===== src/rtl/uart_pwm_cmd_decoder.sv =====
// rtl/uart_pwm_cmd_decoder.sv - UART frame decoder driving NUM_CH glitch-free PWM outputs
// Frames are HEADER, CH, DUTY, CSUM (CH^DUTY); duties are double-buffered and applied at period wrap.
module uart_pwm_cmd_decoder #(
  parameter int          NUM_CH       = 4,
  parameter logic [7:0]  HEADER       = 8'hA5,
  parameter int          TIMEOUT_CLKS = 4340
) (
  input  logic              i_Clock,
  input  logic              i_Reset,
  input  logic              i_RX_DV,
  input  logic [7:0]        i_RX_Data,
  output logic [NUM_CH-1:0] o_PWM,
  output logic              o_Frame_OK,
  output logic              o_Frame_Err,
  output logic              o_Busy
);

  localparam int              GW       = $clog2(TIMEOUT_CLKS) + 1;
  localparam logic [GW-1:0]   GAP_LAST = GW'(TIMEOUT_CLKS - 1);
  localparam logic [8:0]      CH_LIMIT = 9'(NUM_CH);

  typedef enum logic [1:0] {
    S_WAIT_HDR = 2'd0,
    S_GET_CH   = 2'd1,
    S_GET_DUTY = 2'd2,
    S_GET_CSUM = 2'd3
  } state_t;

  state_t            r_State;
  state_t            w_Next;
  logic [GW-1:0]     r_Gap;
  logic [7:0]        r_Ch;
  logic [7:0]        r_Duty;
  logic [7:0]        r_Pwm_Cnt;
  logic [7:0]        r_Shadow [NUM_CH];
  logic [7:0]        r_Active [NUM_CH];
  logic [NUM_CH-1:0] r_Pending;
  logic              w_Timeout;
  logic              w_Accept;
  logic              w_Reject;
  logic              w_Wrap;

  assign w_Wrap = (r_Pwm_Cnt == 8'hFF);

  always_ff @(posedge i_Clock) begin
    if (i_Reset) r_State <= S_WAIT_HDR;
    else         r_State <= w_Next;
  end

  always_comb begin
    w_Next    = r_State;
    w_Accept  = 1'b0;
    w_Reject  = 1'b0;
    // A strobe arriving on the timeout cycle wins, so the byte is never lost.
    w_Timeout = (r_State != S_WAIT_HDR) && !i_RX_DV && (r_Gap == GAP_LAST);
    case (r_State)
      S_WAIT_HDR: if (i_RX_DV && i_RX_Data == HEADER) w_Next = S_GET_CH;
      S_GET_CH:   if (i_RX_DV) w_Next = S_GET_DUTY;
      S_GET_DUTY: if (i_RX_DV) w_Next = S_GET_CSUM;
      S_GET_CSUM: begin
        if (i_RX_DV) begin
          w_Next = S_WAIT_HDR;
          if (((r_Ch ^ r_Duty) == i_RX_Data) && ({1'b0, r_Ch} < CH_LIMIT)) w_Accept = 1'b1;
          else                                                             w_Reject = 1'b1;
        end
      end
    endcase
    if (w_Timeout) w_Next = S_WAIT_HDR;
  end

  always_ff @(posedge i_Clock) begin
    if (i_Reset) begin
      r_Gap       <= '0;
      r_Ch        <= 8'd0;
      r_Duty      <= 8'd0;
      r_Pwm_Cnt   <= 8'd0;
      r_Pending   <= '0;
      o_PWM       <= '0;
      o_Frame_OK  <= 1'b0;
      o_Frame_Err <= 1'b0;
      o_Busy      <= 1'b0;
      for (int n = 0; n < NUM_CH; n++) begin
        r_Shadow[n] <= 8'd0;
        r_Active[n] <= 8'd0;
      end
    end else begin
      o_Frame_OK  <= w_Accept;
      o_Frame_Err <= w_Reject | w_Timeout;
      o_Busy      <= (w_Next != S_WAIT_HDR);
      if (i_RX_DV && r_State == S_GET_CH)   r_Ch   <= i_RX_Data;
      if (i_RX_DV && r_State == S_GET_DUTY) r_Duty <= i_RX_Data;
      if (i_RX_DV || w_Next == S_WAIT_HDR) r_Gap <= '0;
      else if (r_Gap != '1)                r_Gap <= r_Gap + 1'b1;
      r_Pwm_Cnt <= r_Pwm_Cnt + 8'd1;
      // Wrap copies the old shadow; an accept on the same edge re-arms pending for the next wrap.
      for (int n = 0; n < NUM_CH; n++) begin
        if (w_Wrap && r_Pending[n]) begin
          r_Active[n]  <= r_Shadow[n];
          r_Pending[n] <= 1'b0;
        end
        if (w_Accept && r_Ch == 8'(n)) begin
          r_Shadow[n]  <= r_Duty;
          r_Pending[n] <= 1'b1;
        end
        o_PWM[n] <= (r_Pwm_Cnt < r_Active[n]);
      end
    end
  end

endmodule

===== config.mk =====
export PLATFORM = sky130hd
export DESIGN_NAME = uart_pwm_cmd_decoder
export DESIGN_NICKNAME = d
export VERILOG_FILES = /design/src/rtl/uart_pwm_cmd_decoder.sv
export SDC_FILE = /design/constraint.sdc
export NUM_CORES = 1
export LEC_CHECK = 0
export CORE_ASPECT_RATIO = 0.5
export CORE_MARGIN = 5
export CORE_UTILIZATION = 59
export CTS_CLUSTER_SIZE = 8
export DETAILED_ROUTE_END_ITERATION = 8
export HOLD_SLACK_MARGIN = 0.06
export PLACE_DENSITY_LB_ADDON = 0.15
export SYNTH_ARGS = -nofsm -noshare
export SYNTH_HDL_FRONTEND = slang
export SYNTH_SLANG_ARGS = --single-unit

===== constraint.sdc =====
create_clock -name i_Clock -period 2.9 [get_ports i_Clock]
set_clock_uncertainty 0.05 [all_clocks]
set_input_delay 0.58 -clock i_Clock [delete_from_list [all_inputs] [get_ports i_Clock]]
set_output_delay 0.58 -clock i_Clock [all_outputs]
set_load 0.01 [all_outputs]

## Yosys cells after proc, flatten, opt, wreduce, memory -nomap -nowiden

Memories as Yosys holds them, arrays and structs flattened.
Index checks and enable logic that the tools add are counted.

- Flip-flop bits (word level): 51
- Bits in latches: 0
- Bits in writable memories: 64
- ROM bits: 0
- Input port bits: 11
- Output and inout port bits: 7
- Logic and storage cells: 123
- Memories kept: 2

Memory list:

| name | words | width | rd ports | clocked after memory_dff | wr ports | line | source |
|---|---|---|---|---|---|---|---|
| r_Active | 4 | 8 | 4 | 0 | 4 | 36 | `logic [7:0] r_Active [NUM_CH];` |
| r_Shadow | 4 | 8 | 4 | 0 | 4 | 35 | `logic [7:0] r_Shadow [NUM_CH];` |

- Add/sub/neg operators: 2
- Multiply operators: 0
- Divide/modulo/power cells: 0
- Order comparisons: 5
- Equality and inequality tests: 11
- Shift-type cells: 0
- Muxes and demuxes: 54
- Bitwise operators: 10
- Reduce and logical (&&, ||, !) cells: 26

Operators with widths:

| kind | number |
|---|---|
| 8-bit two-way mux | 8 |
| 1-bit two-way mux | 40 |
| 8-bit less-than comparator | 4 |
| 8-bit by 2-bit equality test with 1-bit output (second input constant) | 2 |
| 8-bit equality test (second input constant) | 2 |
| 14-bit by 1-bit adder with 14-bit output (second input constant) | 1 |
| 14-bit by 13-bit equality test with 1-bit output (second input constant) | 1 |
| 1-bit logical AND | 14 |
| 14-bit != test (second input constant) | 1 |
| 2-bit nonzero test | 6 |
| 2-bit two-way mux | 5 |
| 1-bit bitwise OR | 9 |
| 8-bit by 1-bit adder with 8-bit output (second input constant) | 1 |
| 8-bit by 1-bit equality test with 1-bit output (second input constant) | 1 |
| 8-bit equality test | 1 |
| 8-bit zero test | 1 |
| 8-bit by 3-bit less-than comparator with 1-bit output (second input constant) | 1 |
| 2-bit one-hot mux with 4 select lines | 1 |
| 8-bit XOR | 1 |
| 2-bit equality test (second input constant) | 2 |
| 2-bit zero test | 2 |
| 2-bit by 1-bit equality test with 1-bit output (second input constant) | 1 |
| 2-bit OR reduction | 1 |
| 1-bit zero test | 1 |
| 1-bit logical OR | 1 |

## Logic depth before layout (Yosys ltp)

Gate-level depths: netlist (run 1).

- Word-level depth: 11
- Mapped depth: 7
- Depth with buffers taken out: 7

## Worst setup path after synthesis (run 1)

OpenSTA, ideal clock, no wires.

- Kind: input to register
- Start point: input port i_RX_Data[7]
- End point: memory r_Shadow[1][0], enable pin
- Setup time: 0.375 ns
- Arrival: 2.196 ns
- Data required time: 2.475 ns
- Path slack: 0.279 ns
- Stages: 5
- Buffers on the path: 0
- Cell sequence: xnor2_1 xnor2_1 nor4_4 nand4_4 o21bai_1

RTL lines:

| what | line | source |
|---|---|---|
| start, declared | 11 | `input logic [7:0] i_RX_Data,` |
| end, declared | 35 |  |

==> results.txt, run 1 <==
----------------------------------------------------
[Floorplanning]
  DIE AREA ... 11,200 um^2
  Height of the chip ... 77.4 um
  Core area ... 8800 um^2
  Ports placed on the boundary ... 18
  Row count ... 24
  Effective utilization at floorplan ... 0.610
  Die X ... 145 um

[Yosys]
  Fraction of synthesized cell area taken by the top area cell type ... 0.358
  Post-Syn Nets ... 529
  Number of warnings printed during yosys synthesis ... 0
  Synthesized instance count ... 488
  Cell types with the largest area share after synthesis ... edfxtp_1 36%, dfxtp_1 19%, ha_1 7.0%
  Count of flip-flops with a built-in enable after synthesis ... 64
  Share of synthesized registers carrying an async set or reset ... 0
  Number of storage elements in the synthesis netlist ... 115
  Most instantiated cells after synthesis ... 78 x nor2_1, 64 x edfxtp_1, 51 x dfxtp_1, 36 x and3_1
  Cell with the most instances after synthesis ... nor2_1
  Leading register cell type out of synthesis ... edfxtp_1
  Register area share after synthesis ... 0.549
  Synthesized area per cell ... 11.0 um^2
  Library cell with the largest summed area after synthesis ... edfxtp_1
  Post-Syn Area ... 5370 um^2
  Distinct cell type count of the synthesized netlist ... 50

[Timing]
  Final setup violation count ... 0
  Actual slew at the worst max-slew pin ... 0.730 ns
  Slew Viols, Final ... 0
  Total negative slack ... 0 ns
  Final Critical Period ... 2.37 ns
  Setup repair after global routing missed its margin ... no
  Achievable clock frequency ... 421 MHz
  Max-slew headroom at the worst pin ... 0.511
  Hold Fails Final Rpt ... 0
  Period utilization ... 0.819

[Finish]
  # fillers ... 613
  Net count reported at finish ... 565
  Core Util, Final ... 0.720
  Fraction of final layout cells with drive strength greater than 1 ... 0.0950
  Syn-to-layout area delta ... 18.1%
  Footprint of the multi-input gates ... 2270 um^2
  Register cell area after layout ... 2940 um^2
  Antenna cells ... 0

[Detailed routing]
  Detailed-router iteration count before antenna repair ... 4
  Number of remaining DRC errors ... 0
  Avg WL per Cell ... 16.0 um
  First DRT Iteration DRCs ... 186
  Total length of routed wires ... 10.5 mm
  Remaining antenna violation count ... 0
  Via count of the routed design ... 3,661
  Via-to-Cell Ratio ... 5.60

[Worst setup path]
  Maximum fanout along the worst path ... 8
  Arrival time worst endpoint ... 2.38 ns
  Cell repeated most along the worst path ... xnor2_1
  CP Capture Type ... register
  Class of the most critical setup path ... input pin to register
  Cell type of the slowest stage on the worst timing path ... clkdlybuf4s50_1
  Critical-path cell list ... clkdlybuf4s50_1 -> xnor2_1 -> xnor2_1 -> nor4_4 -> buf_4 -> nand4_4 -> o21bai_2
  Critical path's largest stage delay ... 0.54 ns
  Critical path launch point type ... input pin
  Required time at the endpoint of the critical path ... 2.91 ns

[Job]
  Number of max-cap violations ... 0

[Power and ir drop]
  Net switching fraction of the power ... 0.200
  Share of total power in sequential cells ... 0.438
  Worst voltage drop across the vdd grid ... 0.000514 V
  Switching power total ... 0.000817 W
  Pint ... 0.00327 W
  Proportion of power drawn by the clock network ... 0.522
  Proportion of power drawn by combinational gates ... 0.040
  Pleak ... 2.72 nW
  P per Cell Area ... 645 nW/um^2

[Clocking]
  Clock tree root buffer cell ... clkbuf_16
  Number of buffers created by CTS ... 17
  Clock Sinks ... 115
  Number of post-CTS setup repair buffers ... 0
  Level count of the clock H-tree ... 4
  Clock tree from TritonCTS ... yes
  Insertion delay of the later-clocked pin in the worst-skew pair ... 0.41 ns
  Number of buffers inserted for hold repair after clock tree synthesis ... 0
  Post-CTS resize count ... 0
  Clock-pin slew reported for the worst setup and hold paths after clock tree synthesis ... 0.06 ns
  Clk buf depth ... 2

[Placement]
  Total of buffers placed on input and output ports ... 17
  Post-detail-place hpwl ... 6.93 mm
  Final Wtd Congestion ... 0.801

[Global routing]
  Wire length of the first global-routing pass ... 17.9 mm
  Global routing usage summed across all routing layers ... 0.205
  Initial antenna violation count ... 0
  Largest net degree at the start of global routing ... 48
  Number of global-route vias before repair ... 3,615
  Total global routing overflow ... 0

[Run status]
  Result of the run ... complete, no violations

[Hold path]
  Class of the tightest hold or removal check ... register to register

----------------------------------------------------
[layout by cell type, fill, tap and decap left out, types with 9 or more instances in the layout]
cell type / Yosys / final
a21o_1: 11 / 11
ha_1: 30 / 30
and3_1: 36 / 36
dfxtp_1: 51 / 51
nand3_1: 9 / 9
clkdlybuf4s50_1: 0 / 17
nor2_1: 78 / 78
buf_4: 0 / 11
mux2i_1: 17 / 17
inv_1: 30 / 30
xor2_1: 10 / 10
xnor2_1: 12 / 12
clkbuf_16: 0 / 17
nand2_1: 30 / 30
a21oi_1: 13 / 13
edfxtp_1: 64 / 64
[final cells by class]
| type | instances | area share |
|---|---|---|
| Clock buffer | 20 | 0.0689 |
| Clock inverter | 12 | 0.0261 |
| Inverter | 30 | 0.0178 |
| Multi-Input combinational cell | 331 | 0.358 |
| Sequential cell | 115 | 0.464 |
| Tap cell | 117 | 0.0231 |
| Timing Repair Buffer | 29 | 0.0417 |
[worst max-delay path: cells and delay by family]
family	cells	cell delay (ns)
xor gates and xnor gates	2	0.28
buffers and inverters	2	0.76
AOI/OAI and AO/OA	1	0.37
and+or+nand+nor	2	0.39
[per-stage QoR]
step                power (W)  setup slack (ns)  hold slack, ns  cells  cell area, um^2
floorplan             0.00191             0.279           0.396    488             5370
global placement      0.00197             0.161           0.438    621             5720
detailed placement    0.00198            0.0968           0.451    621             5720
CTS                   0.00411             0.464           0.464    653             6320
global route          0.00422             0.397           0.498    654             6340
finish                0.00408             0.525           0.460    654             6340
[flip-flops by register name (all words and copies together), names as in the netlist]
signal and cells:
r_Pending 4, r_Ch 8, r_Duty 8, o_Frame_OK 1, r_Shadow 32, r_Gap 14, o_PWM 4, o_Frame_Err 1
r_Active 32, r_State 2, r_Pwm_Cnt 8, o_Busy 1
[worst paths after layout]
| kind | from | end | slack [ns] | cells past startpoint |
|---|---|---|---|---|
| setup / recovery | i_RX_Data[7] | r_Shadow[0][3]$_SDFFCE_PN0P_ | 0.53 | 7 |
| hold / removal | r_Gap[2]$_SDFFE_PP0P_ | r_Gap[2]$_SDFFE_PP0P_ | 0.46 | 1 |
| setup reg to reg | r_Ch[3]$_SDFFE_PP0P_ | r_Shadow[0][3]$_SDFFCE_PN0P_ | 0.56 | 6 |
| hold reg to reg | r_Gap[2]$_SDFFE_PP0P_ | r_Gap[2]$_SDFFE_PP0P_ | 0.46 | 1 |
[kinds of logic (layout without fill, tap and decap cells)]
family	after synthesis	after routing	share of synthesized area
AOI/OAI and AO/OA	62	62	0.0791
xor gates and xnor gates	24	24	0.0443
adders and majority gates	30	30	0.0700
buffers and inverters	42	91	0.0296
DFF	115	115	0.549
muxes	17	17	0.0317
and+or+nand+nor	198	198	0.197
[routing by layer]
metal	up-vias	part of all wire	track usage
met2	90	0.46	0.324
met3	15	0.046	0.0522
li1	1828	-	-
met1	1728	0.48	0.273
met4	0	0.014	0.0810
met5	-	0	0
[power groups by stage]
stage	Combinational [W]	Clock (W)	Sequential (W)
final	0.000163	0.00213	0.00179
after global placement	0.000155	0	0.00182
after detailed placement	0.000161	0	0.00182
after floorplan	0.000100	0	0.00181
after CTS	0.000165	0.00216	0.00179
after global routing	0.000182	0.00224	0.00179
Power figures use the tool's default switching activity.
==> run 2: changes to the inputs <==
clock period = 2.2 ns   (was 2.9 ns; I/O delays follow)
==> run 2 against run 1 <==
- first-iteration DRC count grew 16%
- via count increased by 2.2%
- flip-flop and latch count unchanged
- non-clock buffer count increased by 27
- critical path type is now register to register
- final cell count grew 4.0%
- cell area up 3.9%
- power rose by 33%
- clock power rose by 33%
- sequential share of layout area is 1.8 points lower
- largest cell class unchanged
- core utilization grew 2.8 points
==> results.txt, run 2 (synthesis gave the netlist of run 1 again) <==
----------------------------------------------------
[Run status]
  Result of the run ... complete, no violations

[Detailed routing]
  Detailed-router iteration count before antenna repair ... 4
  First DRT Iteration DRCs ... 216
  Remaining antenna violation count ... 0
  Number of remaining DRC errors ... 0
  Avg WL per Cell ... 16.3 um
  Via count of the routed design ... 3,743
  Total length of routed wires ... 11.1 mm
  Via-to-Cell Ratio ... 5.50

[Global routing]
  Largest net degree at the start of global routing ... 36
  Wire length of the first global-routing pass ... 18.4 mm
  GR met3 Demand/Resource ... 0.0706
  Initial antenna violation count ... 0
  Total global routing overflow ... 0
  Global-route met2 utilization ... 0.332
  Global routing usage summed across all routing layers ... 0.212
  Met1 Use GR ... 0.284
  Most utilized layer in the global route result ... met2
  Number of global-route vias before repair ... 3,657

[Clocking]
  Clock-pin slew reported for the worst setup and hold paths after clock tree synthesis ... 0.05 ns
  Clock tree from TritonCTS ... yes
  Number of buffers created by CTS ... 17
  Number of post-CTS setup repair buffers ... 0
  Post-CTS resize count ... 0
  Clk buf depth ... 2
  Clock tree root buffer cell ... clkbuf_16
  Insertion delay of the later-clocked pin in the worst-skew pair ... 0.41 ns
  Level count of the clock H-tree ... 4
  Clock Sinks ... 115
  Number of buffers inserted for hold repair after clock tree synthesis ... 0

[Timing]
  Final worst setup slack ... 0.115 ns
  Period utilization ... 0.948
  Actual slew at the worst max-slew pin ... 0.838 ns
  Max-slew headroom at the worst pin ... 0.440
  Total negative slack ... 0 ns
  Slew Viols, Final ... 0
  Final setup violation count ... 0
  Final Critical Period ... 2.09 ns
  Setup repair after global routing missed its margin ... no
  Achievable clock frequency ... 480 MHz
  Hold Fails Final Rpt ... 0

[Finish]
  Core Util, Final ... 0.749
  Fraction of final layout cells with drive strength greater than 1 ... 0.147
  Net count reported at finish ... 592
  Non-Filler Instances ... 680
  Antenna cells ... 0
  Syn-to-layout area delta ... 22.8%
  Top library cells by usage in the layout, fill and taps aside ... 78 x nor2_1, 64 x edfxtp_1, 51 x dfxtp_1
  Largest registers ... r_Active: 32 flops, r_Shadow: 32 flops, r_Gap: 14 flops
  Most common cell after layout, fill and taps aside ... nor2_1

[Floorplanning]
  Die X ... 145 um
  Effective utilization at floorplan ... 0.610
  Height of the chip ... 77.4 um
  Ports placed on the boundary ... 18
  DIE AREA ... 11,200 um^2
  Core area ... 8800 um^2
  Row count ... 24

[Power and ir drop]
  Pleak ... 2.84 nW
  Overall power after layout ... 0.00544 W
  Worst voltage drop across the vdd grid ... 0.000516 V
  P per Cell Area ... 825 nW/um^2

[Worst setup path]
  Top Family by Delay on Critical Path ... simple AND/OR/NAND/NOR gates
  Maximum fanout along the worst path ... 8
  Required time at the endpoint of the critical path ... 2.24 ns
  Arrival time worst endpoint ... 2.13 ns
  Cell type of the slowest stage on the worst timing path ... xnor3_1
  CP Capture Type ... register
  Buf+Inv Stages, Crit Path ... 1
  Critical-path cell list ... xnor3_1 -> nand2_2 -> nor4_4 -> buf_4 -> nand4_4 -> o21bai_4
  Class of the most critical setup path ... register to register
  Critical path's largest stage delay ... 0.41 ns
  Reg-to-reg setup timing slack ... 0.11 ns
  Critical path launch point type ... register

[Placement]
  Total placed cells including tap cells ... 649
  Total of buffers placed on input and output ports ... 17
  Post-detail-place hpwl ... 7.60 mm
  Final Wtd Congestion ... 0.809
  Worst slack after detailed placement ... -0.267 ns

[Hold path]
  Class of the tightest hold or removal check ... register to register

[Job]
  Number of max-cap violations ... 0

----------------------------------------------------
==> run 2: final timing paths <==
path                           from                            to  depth (start not counted)
min reg2reg   r_State[1]$_SDFF_PP0_         r_State[1]$_SDFF_PP0_                          2
max reg2reg  r_Duty[6]$_SDFFE_PP0P_  r_Shadow[0][5]$_SDFFCE_PN0P_                          6
max          r_Duty[6]$_SDFFE_PP0P_  r_Shadow[0][5]$_SDFFCE_PN0P_                          6
min           r_State[1]$_SDFF_PP0_         r_State[1]$_SDFF_PP0_                          2
==> run 2: final cells by class <==
class                           count  area (um^2)
Inverter                           30          113
Multi-Input combinational cell    331         2320
Clock buffer                       20          447
Sequential cell                   115         2940
Clock inverter                     11          161
Fill cell                         594         2210
Tap cell                          117          146
Timing Repair Buffer               56          458
==> run 2: worst register-to-register path, stage by stage, from the launching register on <==
cell and delay (ns):
dfxtp_1 0.34, xnor3_1 0.41, nand2_2 0.08, nor4_4 0.26
buf_4 0.22, nand4_4 0.13, o21bai_4 0.28
==> run 2: where the power goes <==
part / total, W / internal [W] / leakage (nW) / switching, W
registers: 0.00235 / 0.00233 / 1.04 / 0.0000210
logic: 0.000250 / 0.000121 / 1.50 / 0.000129
clock network: 0.00284 / 0.00191 / 0.291 / 0.000933
total: 0.00544 / 0.00435 / 2.84 / 0.00108
==> run 2: layer usage <==
| layer | wire length, um | vias to the layer above |
|---|---|---|
| met2 | 5340 | 68 |
| met4 | 97 | 0 |
| li1 | - | 1878 |
| met1 | 5230 | 1785 |
| met3 | 452 | 12 |
| met5 | 0 | - |
==> run 2: metrics by stage <==
step                hold slack (ns)  instance area (um^2)
CTS                           0.496                  6580
floorplan                     0.396                  5410
global route                  0.520                  6590
global placement              0.444                  5970
detailed placement            0.469                  5970
finish                        0.496                  6590
